## src/rtl/vga_text_pkg.sv

```systemverilog
// Shared constants and types for the text-mode screen path.
// The 80x30 character grid is addressed row-major.
package vga_text_pkg;

    localparam int TEXT_COLS     = 80;
    localparam int TEXT_ROWS     = 30;
    localparam int SCREEN_ADDR_W = 12;

    localparam logic [7:0] ASCII_SPACE = 8'h20;
    localparam logic [7:0] ASCII_ZERO  = 8'h30;
    localparam logic [7:0] ASCII_A     = 8'h41;

    typedef enum logic [1:0] {
        IDLE  = 2'd0,
        WRITE = 2'd1,
        DONE  = 2'd2
    } fw_state_t;

endpackage

```

## src/rtl/nibble_to_ascii.sv

```systemverilog
// Combinational map from a 4-bit nibble to its uppercase hexadecimal ASCII code.
module nibble_to_ascii
    import vga_text_pkg::*;
(
    input  logic [3:0] nibble_i,
    output logic [7:0] ascii_o
);

    // Digits 0-9 and letters A-F sit in two separate runs of the ASCII table.
    always_comb begin
        ascii_o = ASCII_ZERO;
        if (nibble_i < 4'd10) begin
            ascii_o = ASCII_ZERO + {4'h0, nibble_i};
        end else begin
            ascii_o = ASCII_A + {4'h0, nibble_i} - 8'd10;
        end
    end

endmodule

```

## src/rtl/hex_field_writer.sv

```systemverilog
// Writes a DIGITS-wide hexadecimal field into screen RAM, one character per clock,
// with optional leading-zero blanking, right-edge clipping and auto-refresh.
module hex_field_writer
    import vga_text_pkg::*;
#(
    parameter int DIGITS = 4,
    parameter int COLS   = TEXT_COLS,
    parameter int ROWS   = TEXT_ROWS,
    parameter int ADDR_W = SCREEN_ADDR_W
) (
    input  logic                  clk,
    input  logic                  reset,
    input  logic                  start,
    input  logic [4*DIGITS-1:0]   value,
    input  logic [4:0]            row,
    input  logic [6:0]            col,
    input  logic                  blank_lz,
    input  logic                  auto_en,
    output logic                  busy,
    output logic                  done,
    output logic [ADDR_W-1:0]     ram_addr,
    output logic                  ram_we,
    output logic [7:0]            ram_data
);

    localparam int         VAL_W    = 4 * DIGITS;
    localparam logic [3:0] LAST_IDX = 4'(DIGITS - 1);

    fw_state_t           state_q, state_d;
    logic [VAL_W-1:0]    val_q, val_d;
    logic [VAL_W-1:0]    last_q, last_d;
    logic                valid_q, valid_d;
    logic [4:0]          row_q, row_d;
    logic [6:0]          col_q, col_d;
    logic                blz_q, blz_d;
    logic [3:0]          idx_q, idx_d;
    logic                nz_seen_q, nz_seen_d;

    logic                busy_q, busy_d;
    logic                done_q, done_d;
    logic                we_q, we_d;
    logic [ADDR_W-1:0]   addr_q, addr_d;
    logic [7:0]          data_q, data_d;

    logic                trigger_s;
    logic [3:0]          rev_idx_s;
    logic [VAL_W-1:0]    shift_s;
    logic [3:0]          nib_s;
    logic [7:0]          hex_char_s;
    logic [7:0]          char_s;
    logic                lead_zero_s;
    logic [7:0]          col_sum_s;
    logic [ADDR_W-1:0]   row_base_s;
    logic [ADDR_W-1:0]   addr_s;
    logic                in_range_s;

    assign trigger_s = start | (auto_en & ((value != last_q) | ~valid_q));

    // Digit index 0 is the most significant nibble of the captured value.
    assign rev_idx_s = LAST_IDX - idx_q;
    assign shift_s   = val_q >> {rev_idx_s, 2'b00};
    assign nib_s     = shift_s[3:0];

    nibble_to_ascii u_nibble_to_ascii (
        .nibble_i (nib_s),
        .ascii_o  (hex_char_s)
    );

    // The least significant digit is never blanked so a zero value still shows "0".
    assign lead_zero_s = blz_q & ~nz_seen_q & (nib_s == 4'h0) & (idx_q != LAST_IDX);
    assign char_s      = lead_zero_s ? ASCII_SPACE : hex_char_s;

    assign col_sum_s  = {1'b0, col_q} + {4'h0, idx_q};
    assign row_base_s = ADDR_W'(row_q) * ADDR_W'(COLS);
    assign addr_s     = row_base_s + ADDR_W'(col_sum_s);
    assign in_range_s = (int'(row_q) < ROWS) && (int'(col_sum_s) < COLS);

    // Next-state and next-output logic for the IDLE -> WRITE -> DONE sequence.
    always_comb begin
        state_d   = state_q;
        val_d     = val_q;
        last_d    = last_q;
        valid_d   = valid_q;
        row_d     = row_q;
        col_d     = col_q;
        blz_d     = blz_q;
        idx_d     = idx_q;
        nz_seen_d = nz_seen_q;
        busy_d    = 1'b0;
        done_d    = 1'b0;
        we_d      = 1'b0;
        addr_d    = addr_q;
        data_d    = data_q;

        case (state_q)
            IDLE: begin
                if (trigger_s) begin
                    val_d     = value;
                    row_d     = row;
                    col_d     = col;
                    blz_d     = blank_lz;
                    idx_d     = 4'd0;
                    nz_seen_d = 1'b0;
                    state_d   = WRITE;
                end else begin
                    state_d   = IDLE;
                end
            end
            WRITE: begin
                busy_d    = 1'b1;
                we_d      = in_range_s;
                addr_d    = addr_s;
                data_d    = char_s;
                nz_seen_d = nz_seen_q | (nib_s != 4'h0);
                if (idx_q == LAST_IDX) begin
                    last_d  = val_q;
                    valid_d = 1'b1;
                    state_d = DONE;
                end else begin
                    idx_d   = idx_q + 4'd1;
                    state_d = WRITE;
                end
            end
            DONE: begin
                done_d  = 1'b1;
                state_d = IDLE;
            end
            default: begin
                state_d = IDLE;
            end
        endcase
    end

    // State and registered outputs; reset aborts any field in progress.
    always_ff @(posedge clk) begin
        if (reset) begin
            state_q   <= IDLE;
            val_q     <= {VAL_W{1'b0}};
            last_q    <= {VAL_W{1'b0}};
            valid_q   <= 1'b0;
            row_q     <= 5'd0;
            col_q     <= 7'd0;
            blz_q     <= 1'b0;
            idx_q     <= 4'd0;
            nz_seen_q <= 1'b0;
            busy_q    <= 1'b0;
            done_q    <= 1'b0;
            we_q      <= 1'b0;
            addr_q    <= {ADDR_W{1'b0}};
            data_q    <= 8'h00;
        end else begin
            state_q   <= state_d;
            val_q     <= val_d;
            last_q    <= last_d;
            valid_q   <= valid_d;
            row_q     <= row_d;
            col_q     <= col_d;
            blz_q     <= blz_d;
            idx_q     <= idx_d;
            nz_seen_q <= nz_seen_d;
            busy_q    <= busy_d;
            done_q    <= done_d;
            we_q      <= we_d;
            addr_q    <= addr_d;
            data_q    <= data_d;
        end
    end

    assign busy     = busy_q;
    assign done     = done_q;
    assign ram_we   = we_q;
    assign ram_addr = addr_q;
    assign ram_data = data_q;

endmodule

```

## config.mk

```make
export PLATFORM = sky130hd
export DESIGN_NAME = hex_field_writer
export DESIGN_NICKNAME = d
export VERILOG_FILES = /design/src/rtl/vga_text_pkg.sv /design/src/rtl/nibble_to_ascii.sv /design/src/rtl/hex_field_writer.sv
export SDC_FILE = /design/constraint.sdc
export NUM_CORES = 1
export LEC_CHECK = 0
export CORE_ASPECT_RATIO = 0.5
export CORE_MARGIN = 4
export CORE_UTILIZATION = 55
export CTS_BUF_LIST = sky130_fd_sc_hd__clkbuf_2
export DETAILED_ROUTE_END_ITERATION = 10
export PLACE_DENSITY = 0.8
export SETUP_SLACK_MARGIN = 0.05
export SLEW_MARGIN = 20
export SYNTH_ARGS = -nofsm -noshare
export SYNTH_HDL_FRONTEND = slang
export SYNTH_HIERARCHICAL = 1
export SYNTH_SLANG_ARGS = --single-unit
```

## constraint.sdc

```tcl
create_clock -name clk -period 3.45 [get_ports clk]
set_input_delay 0.69 -clock clk [delete_from_list [all_inputs] [get_ports clk]]
set_output_delay 0.69 -clock clk [all_outputs]
set_load 0.02 [all_outputs]
```

==> results.tsv, run 1 <==
stage	metric	value	unit
floorplan	Die Y	70.6	um
route	Routed WL	10.4	mm
global_routing	Top Usage Layer GRT	met2	
timing	measured slew at the worst slew-check pin	1.07	ns
floorplan	Starting Density	57.8	%
timing	setup TNS	0	ns
global_routing	vias in the first global route	3600	
route	antenna viol nets, final	0	
route	Initial DRT Pass Iterations	5	
clock_network	CTS tree	done	
floorplan	Placeable Area	0.00746	mm2
worst_setup_path	startpoint class of the critical path	flip-flop	
cells_and_area	share of layout cells above drive strength 1	6.59	%
pwr	Sequential Power Share	53.2	%
logic_synthesis	register area share after synthesis	35.3	%
pwr	Clock power frac	19.9	%
clock_network	Root Driver	clkbuf_2	
global_routing	first-pass GRT wire length	17.5	mm
worst_setup_path	CP Data Required Time	3.90	ns
timing	setup violators final	0	
cells_and_area	Net count, final	595	
run_status	outcome	completed	
worst_setup_path	reg2reg end	ram_addr[9]$_SDFFE_PP0P_	
placed_design	placed wire-length estimate	7.26	mm
worst_setup_path	Reg2Reg Depth	11	
timing	Final Max Slew Viols	0	
timing	Setup WS post-layout	0.427	ns
worst_hold_path	Hold Crit Class	reg -> reg	
pwr	VDD IR max	0.000220	V
timing	RSZ-0062 raised after global routing	false	
worst_setup_path	critical path class	reg -> reg	
logic_synthesis	Post-Syn Nets	559	
floorplan	total die area	0.00941	mm2
floorplan	I/O pins	56	
worst_setup_path	Arr. time, crit path	3.47	ns
worst_setup_path	CP Max Fanout	10	
logic_synthesis	synthesized cell area	0.00431	mm2
global_routing	met3 Track Usage GR	6.25	%
logic_synthesis	async set or reset register ratio after synthesis	0	%
placed_design	Port Buf Inserts	55	
clock_network	Sinks on Clock Net	76	
route	total number of vias	3942	
logic_synthesis	count of state elements after synthesis	76	
clock_network	Post-CTS Hold Buffers	0	
pwr	Psw	0.000648	W
cells_and_area	Inserted Diodes	0	
timing	Hold Vio Cnt, Final	0	
timing	max_slew headroom	28.4	%
clock_network	setup repair bufs after CTS	0	
global_routing	antenna violations before repair	0	
pwr	Switching Fraction	33.4	%
global_routing	met1 Resource Use GR	32.7	%
worst_hold_path	hold endpoint	ram_addr[3]$_SDFFE_PP0P_	
floorplan	Die Width	133	um
clock_network	Worst-Skew Late Latency	0.53	ns
cells_and_area	Multi-input gate area	0.00261	mm2
global_routing	Remaining Overflow, GRT	0	
placed_design	Placer Congestion	0.799	
pwr	PwrDens	387	mW/mm2
pwr	Power Internal	0.00129	W
pwr	combinational share of power	26.9	%
run	maxcap violations	0	
timing	fmax	0.331	GHz
route	1st-iter DRT viols	332	
logic_synthesis	cells after synthesis	506	
timing	crit share post-route	87.6	%
worst_setup_path	reg-to-reg slack, setup	0.43	ns
pwr	Leak	1.80	nW
floorplan	FP Rows	22	
clock_network	Max clock buf depth	2	
cells_and_area	P&R area growth vs syn	16.3	%
timing	post-layout min period	3.02	ns
worst_hold_path	Cells on Worst Hold Path	2	
clock_network	CTS clk-pin slew, worst paths	0.18	ns
placed_design	Place WS	0.319	ns
route	vias per cell	6.03	
clock_network	H-tree depth	3	
logic_synthesis	syn avg cell area	8.53	um2
global_routing	GRT Util Overall	22.6	%
logic_synthesis	unique cell type count in the Yosys netlist	52	
cells_and_area	Seq. cell area	0.00152	mm2
route	routed len/inst	15.9	um
pwr	total power	0.00194	W
global_routing	largest net degree at the start of global routing	63	
route	DRC violations left	0	
timing	Setup Skew	0.0110	ns
global_routing	GR Util met2	33.6	%
logic_synthesis	yosys warns	6	
worst_setup_path	reg-to-reg critical path startpoint	idx_q[1]$_SDFFE_PP0P_	
cells_and_area	fillers	639	
clock_network	CTS Buf Count	9	
logic_synthesis	Post-synth EDFFs	0	
worst_hold_path	Hold Path Origin	ram_addr[3]$_SDFFE_PP0P_	
worst_setup_path	CP Capture Type	flip-flop	
logic_synthesis	ys flop type	dfxtp_1	
flip-flops by register name, indices dropped and copies added, names as in the netlist, 2 cells and up:
register	flops
col_q	7
idx_q	4
last_q	16
ram_addr	12
ram_data	8
row_q	5
state_q	2
val_q	16
critical path, stage by stage, from the launching register on:
cell	delay, ns
dfxtp_2	0.49
ha_1	0.28
a21o_1	0.18
a21oi_1	0.26
nor2_1	0.10
o21ai_0	0.30
xnor2_1	0.16
ha_1	0.25
a21o_1	0.19
a211oi_1	0.31
nor3_1	0.11
o41ai_1	0.30
area by class of cell:
class | instances | area share, %
multi-input combinational | 380 | 52.1
sequential | 76 | 30.3
timing repair buffer | 66 | 12.8
tap | 108 | 2.69
clock buffer | 11 | 1.10
inverter | 9 | 0.673
clock inverter | 4 | 0.349
cell usage in the layout, fill, tap and decap left out, drive strengths merged, types with 6 or more instances in the layout:
master | synthesis | final
o21ai | 11 | 11
nor2b | 6 | 6
clkdlybuf4s50 | 0 | 54
nor3 | 6 | 6
nand3 | 35 | 35
a21o | 6 | 6
inv | 9 | 9
a21oi | 32 | 32
xnor2 | 24 | 24
a32oi | 29 | 29
buf | 3 | 12
ha | 17 | 17
dfxtp | 76 | 76
a22o | 7 | 7
nor3b | 32 | 32
clkbuf | 38 | 11
nand4 | 35 | 35
nand2b | 30 | 30
nand2 | 51 | 51
nor2 | 13 | 13
cells in the mapped netlist, types with 3 or more instances:
cell type / number / area [um2]
o21a_1: 3 / 22.5
nand4_1: 35 / 219
nand2b_1: 30 / 188
dfxtp_1: 76 / 1520
o21ai_0: 9 / 45.0
clkbuf_1: 38 / 143
nor2b_1: 6 / 37.5
nand2_1: 50 / 188
nor3b_1: 32 / 240
ha_1: 17 / 213
nor3_1: 6 / 30.0
nor2_1: 13 / 48.8
mux4_2: 3 / 67.6
a21oi_1: 32 / 160
xnor2_1: 24 / 210
inv_1: 8 / 30.0
a21o_1: 6 / 45.0
a22o_1: 7 / 61.3
a211oi_1: 3 / 22.5
nand3_1: 35 / 175
a32oi_1: 29 / 254
fa_1: 3 / 60.1
xor2_1: 3 / 26.3
nand3b_1: 4 / 30.0
and2_1: 3 / 18.8
stage by stage:
step | hold WS [ns] | instance area, um2 | util (%) | instances
floorplan | 0.427 | 4310 | - | 506
global placement | 0.439 | 4940 | 66.3 | 639
detailed placement | 0.443 | 4940 | 66.3 | 639
CTS | 0.466 | 5020 | 67.2 | 654
global route | 0.497 | 5020 | 67.3 | 654
finish | 0.464 | 5020 | 67.3 | 654
cells by family (layout without fill, tap and decap cells):
kind of cell | count (synthesis) | count (layout) | synth area share, %
other | 1 | 1 | 0.0869
buffers and inverters | 50 | 90 | 4.61
XOR/XNOR | 27 | 27 | 5.48
AND/OR/NAND/NOR | 222 | 222 | 28.4
AO/OA/AOI/OAI | 104 | 104 | 17.1
multiplexers | 6 | 6 | 2.67
flip-flops | 76 | 76 | 35.3
adder cells (fa/ha/maj) | 20 | 20 | 6.32
metal layers:
metal | share of wire [%] | vias up
met5 | 0 | -
met4 | 1.1 | 0
met3 | 8.2 | 15
li1 | - | 1944
met2 | 43 | 152
met1 | 47 | 1831
repair_timing:
action	CTS	global route
resized for setup	0	1
endpoints found under the hold margin	0	0
setup endpoints to repair	0	2
power groups by stage:
stage | clock network (W) | registers [W] | logic (W)
floorplan | 0 | 0.00105 | 0.000327
global placement | 0 | 0.00105 | 0.000508
detailed placement | 0 | 0.00105 | 0.000515
CTS | 0.000398 | 0.00103 | 0.000519
global route | 0.000438 | 0.00105 | 0.000573
finish | 0.000386 | 0.00103 | 0.000522
worst max-delay path by stage:
stage                           from                         to  slack (ns)  depth (start not counted)
2_1_floorplan  col_q[1]$_SDFFE_PP0N_  ram_addr[11]$_SDFFE_PP0P_        0.77                         12
3_3_place_gp   idx_q[1]$_SDFFE_PP0P_  ram_addr[11]$_SDFFE_PP0P_        0.41                         12
3_5_place_dp   idx_q[1]$_SDFFE_PP0P_  ram_addr[11]$_SDFFE_PP0P_        0.32                         12
4_1_cts        idx_q[1]$_SDFFE_PP0P_   ram_addr[9]$_SDFFE_PP0P_        0.29                         11
5_1_grt        idx_q[1]$_SDFFE_PP0P_   ram_addr[9]$_SDFFE_PP0P_        0.18                         11
6_report       idx_q[1]$_SDFFE_PP0P_   ram_addr[9]$_SDFFE_PP0P_        0.43                         11
Note: power is estimated with default switching activity, not from simulation.
==> inputs of run 2 (changes only) <==
--- a/config.mk
+++ b/config.mk
@@ -5,15 +5,19 @@
 export SDC_FILE = /design/constraint.sdc
 export NUM_CORES = 1
 export LEC_CHECK = 0
+export CELL_PAD_IN_SITES_DETAIL_PLACEMENT = 0
+export CELL_PAD_IN_SITES_GLOBAL_PLACEMENT = 1
 export CORE_ASPECT_RATIO = 0.5
 export CORE_MARGIN = 4
-export CORE_UTILIZATION = 55
+export CORE_UTILIZATION = 43
 export CTS_BUF_LIST = sky130_fd_sc_hd__clkbuf_2
 export DETAILED_ROUTE_END_ITERATION = 10
-export PLACE_DENSITY = 0.8
+export HOLD_SLACK_MARGIN = 0.08
+export PLACE_DENSITY_LB_ADDON = 0.1
 export SETUP_SLACK_MARGIN = 0.05
 export SLEW_MARGIN = 20
 export SYNTH_ARGS = -nofsm -noshare
 export SYNTH_HDL_FRONTEND = slang
 export SYNTH_HIERARCHICAL = 1
 export SYNTH_SLANG_ARGS = --single-unit
+export TNS_END_PERCENT = 5
==> results.tsv, run 2 (synthesized netlist as in run 1, its figures left out) <==
stage	metric	value	unit	change
timing	setup TNS	0	ns	unchanged
cells_and_area	fillers	957		+50%
cells_and_area	most common cell after layout, fill and taps aside	dfxtp_1		
floorplan	FP Rows	25		+14%
route	Routed WL	11.4	mm	+9.1%
worst_hold_path	Hold Crit Class	reg -> reg		
clock_network	CTS tree	done		
timing	WHS	0.468	ns	+0.00408 ns
timing	fmax	0.341	GHz	+3.0%
placed_design	Placer Congestion	0.769		-3.7%
worst_setup_path	CP Capture Type	flip-flop		
worst_hold_path	Cells on Worst Hold Path	2		unchanged
worst_setup_path	critical path class	reg -> reg		
global_routing	vias in the first global route	3597		-0.083%
worst_hold_path	Hold Path Origin	ram_addr[4]$_SDFFE_PP0P_		
timing	setup violators final	0		unchanged
route	total number of vias	3828		-2.9%
worst_setup_path	reg2reg end	ram_addr[9]$_SDFFE_PP0P_		
route	routed len/inst	16.6	um	+4.3%
worst_setup_path	Arr. time, crit path	3.39	ns	-0.08 ns
worst_setup_path	CP Max Fanout	4		-6
cells_and_area	Inserted Diodes	0		unchanged
cells_and_area	highest-count cells in the layout ignoring fill and taps	76 x dfxtp_1, 54 x clkdlybuf4s50_1, 50 x nand2_1		
timing	Setup WS post-layout	0.515	ns	+0.0881 ns
worst_setup_path	Slowest-stage cell, CP	dfxtp_1		
global_routing	largest net degree at the start of global routing	66		+4.8%
route	Initial DRT Pass Iterations	4		-1
floorplan	Placeable Area	0.00960	mm2	+29%
clock_network	Worst-Skew Late Latency	0.53	ns	about the same
cells_and_area	Net count, final	597		+0.34%
clock_network	setup repair bufs after CTS	0		unchanged
floorplan	Die Y	78.8	um	+12%
floorplan	I/O pins	56		unchanged
route	antenna viol nets, final	0		unchanged
cells_and_area	share of layout cells above drive strength 1	7.29	%	+0.69 points
worst_setup_path	startpoint class of the critical path	flip-flop		
global_routing	first-pass GRT wire length	18.8	mm	+7.7%
global_routing	antenna violations before repair	0		unchanged
cells_and_area	P&R area growth vs syn	18.9	%	
timing	Setup Skew	0.0210	ns	+0.00995 ns
timing	crit share post-route	85.1	%	-2.6 points
worst_hold_path	hold endpoint	ram_addr[4]$_SDFFE_PP0P_		
timing	Final Max Slew Viols	0		unchanged
floorplan	Die Width	150	um	+12%
global_routing	Remaining Overflow, GRT	0		unchanged
worst_setup_path	reg-to-reg critical path startpoint	col_q[1]$_SDFFE_PP0N_		
run_status	outcome	completed		
clock_network	post-cts sizing count	0		unchanged
cells_and_area	filler-free cell count of the finished design	684		+4.6%
timing	measured slew at the worst slew-check pin	0.807	ns	-0.267 ns
worst_setup_path	cells along the critical path	ha_1 > a21o_1 > a21oi_1 > nor2_1 > o21ai_0 > xnor2_1 > ha_1 > a21o_1 > a211oi_1 > nor3_1 > o41ai_1		
route	1st-iter DRT viols	306		-7.8%
pwr	Leak	1.83	nW	+1.9%
floorplan	total die area	0.0118	mm2	+25%
floorplan	Starting Density	44.9	%	-13 points
pwr	PwrDens	415	mW/mm2	+7.3%
clock_network	Root Driver	clkbuf_2		
clock_network	Post-CTS Hold Buffers	0		unchanged
clock_network	Max clock buf depth	2		unchanged
placed_design	Port Buf Inserts	55		unchanged
worst_setup_path	CP Buf/Inv Count	0		unchanged
clock_network	CTS Buf Count	9		unchanged
worst_setup_path	reg-to-reg slack, setup	0.51	ns	+0.09 ns
placed_design	placed wire-length estimate	7.83	mm	+7.9%
timing	Hold Vio Cnt, Final	0		unchanged
timing	RSZ-0062 raised after global routing	false		
route	DRC violations left	0		unchanged
global_routing	GRT Util Overall	20.0	%	-2.6 points
route	vias per cell	5.60		-7.2%
placed_design	placed insts	668		+4.5%
timing	post-layout min period	2.94	ns	-0.0881 ns
clock_network	Sinks on Clock Net	76		unchanged
clock_network	CTS clk-pin slew, worst paths	0.23	ns	+0.05 ns
worst_setup_path	delay-heaviest family, CP	compound AO/OA/AOI/OAI gates		
pwr	VDD IR max	0.000157	V	-28%
clock_network	H-tree depth	3		unchanged
worst_setup_path	Reg2Reg Depth	11		unchanged
placed_design	Place WS	0.534	ns	+0.216 ns
worst_setup_path	CP max stage delay	0.45	ns	-0.04 ns
run	maxcap violations	0		unchanged
worst_setup_path	CP Data Required Time	3.91	ns	about the same
timing	max_slew headroom	46.0	%	+18 points
run 2: cell count changes in the layout (fill, tap and decap cells not counted), moves of 2 or more:
cell	previous run	this run
buf_4	10	12
bufinv_16	0	2
clkbuf_2	11	9
clkinv_1	2	0
run 2: layout make-up:
type,count,area [um2],share of cell area (%)
repair buffers,68,656,12.8
multi-input cells,380,2610,50.9
clock inverters,7,91.3,1.78
clock buffers,9,45.0,0.878
well taps,135,169,3.29
inverters,9,33.8,0.659
flip-flops and latches,76,1520,29.7
run 2: how the worst max path moves through the flow:
| stage | from | to | slack [ns] | depth (start not counted) |
|---|---|---|---|---|
| after CTS | col_q[1]$_SDFFE_PP0N_ | ram_addr[9]$_SDFFE_PP0P_ | 0.50 | 11 |
| after global routing | col_q[1]$_SDFFE_PP0N_ | ram_addr[11]$_SDFFE_PP0P_ | 0.26 | 12 |
| final | col_q[1]$_SDFFE_PP0N_ | ram_addr[9]$_SDFFE_PP0P_ | 0.51 | 11 |
| after detailed placement | col_q[1]$_SDFFE_PP0N_ | ram_addr[9]$_SDFFE_PP0P_ | 0.53 | 11 |
| after floorplan | col_q[1]$_SDFFE_PP0N_ | ram_addr[11]$_SDFFE_PP0P_ | 0.77 | 12 |
| after global placement | col_q[1]$_SDFFE_PP0N_ | ram_addr[11]$_SDFFE_PP0P_ | 0.55 | 12 |
run 2: worst reg2reg max path, stage by stage, from the launching register on:
cell,delay [ns]
dfxtp_1,0.45
ha_1,0.26
a21o_1,0.18
a21oi_1,0.27
nor2_1,0.11
o21ai_0,0.31
xnor2_1,0.17
ha_1,0.25
a21o_1,0.19
a211oi_1,0.28
nor3_1,0.11
o41ai_1,0.29
run 2: where the power goes:
part | internal, W | switching [W] | total, W
logic | 0.000251 | 0.000273 | 0.000524
clock network | 0.000237 | 0.000336 | 0.000573
registers | 0.000954 | 0.0000789 | 0.00103
run 2: metrics by stage:
stage | instance area, um2 | util [%] | power [W]
2_1_floorplan | 4310 | - | 0.00138
4_1_cts | 5130 | 53.4 | 0.00215
3_3_place_gp | 4990 | 52.0 | 0.00157
6_report | 5130 | 53.4 | 0.00213
3_5_place_dp | 4990 | 52.0 | 0.00157
5_1_grt | 5130 | 53.4 | 0.00226
run 2: metal layers:
metal / wire length (um) / share of wire [%] / vias up / track usage (%)
li1: - / - / 1941 / -
met1: 5870 / 52 / 1781 / 30.1
met2: 4690 / 41 / 99 / 28.9
met3: 720 / 6.3 / 7 / 4.79
met4: 78 / 0.69 / 0 / 4.01
met5: 0 / 0 / - / 0
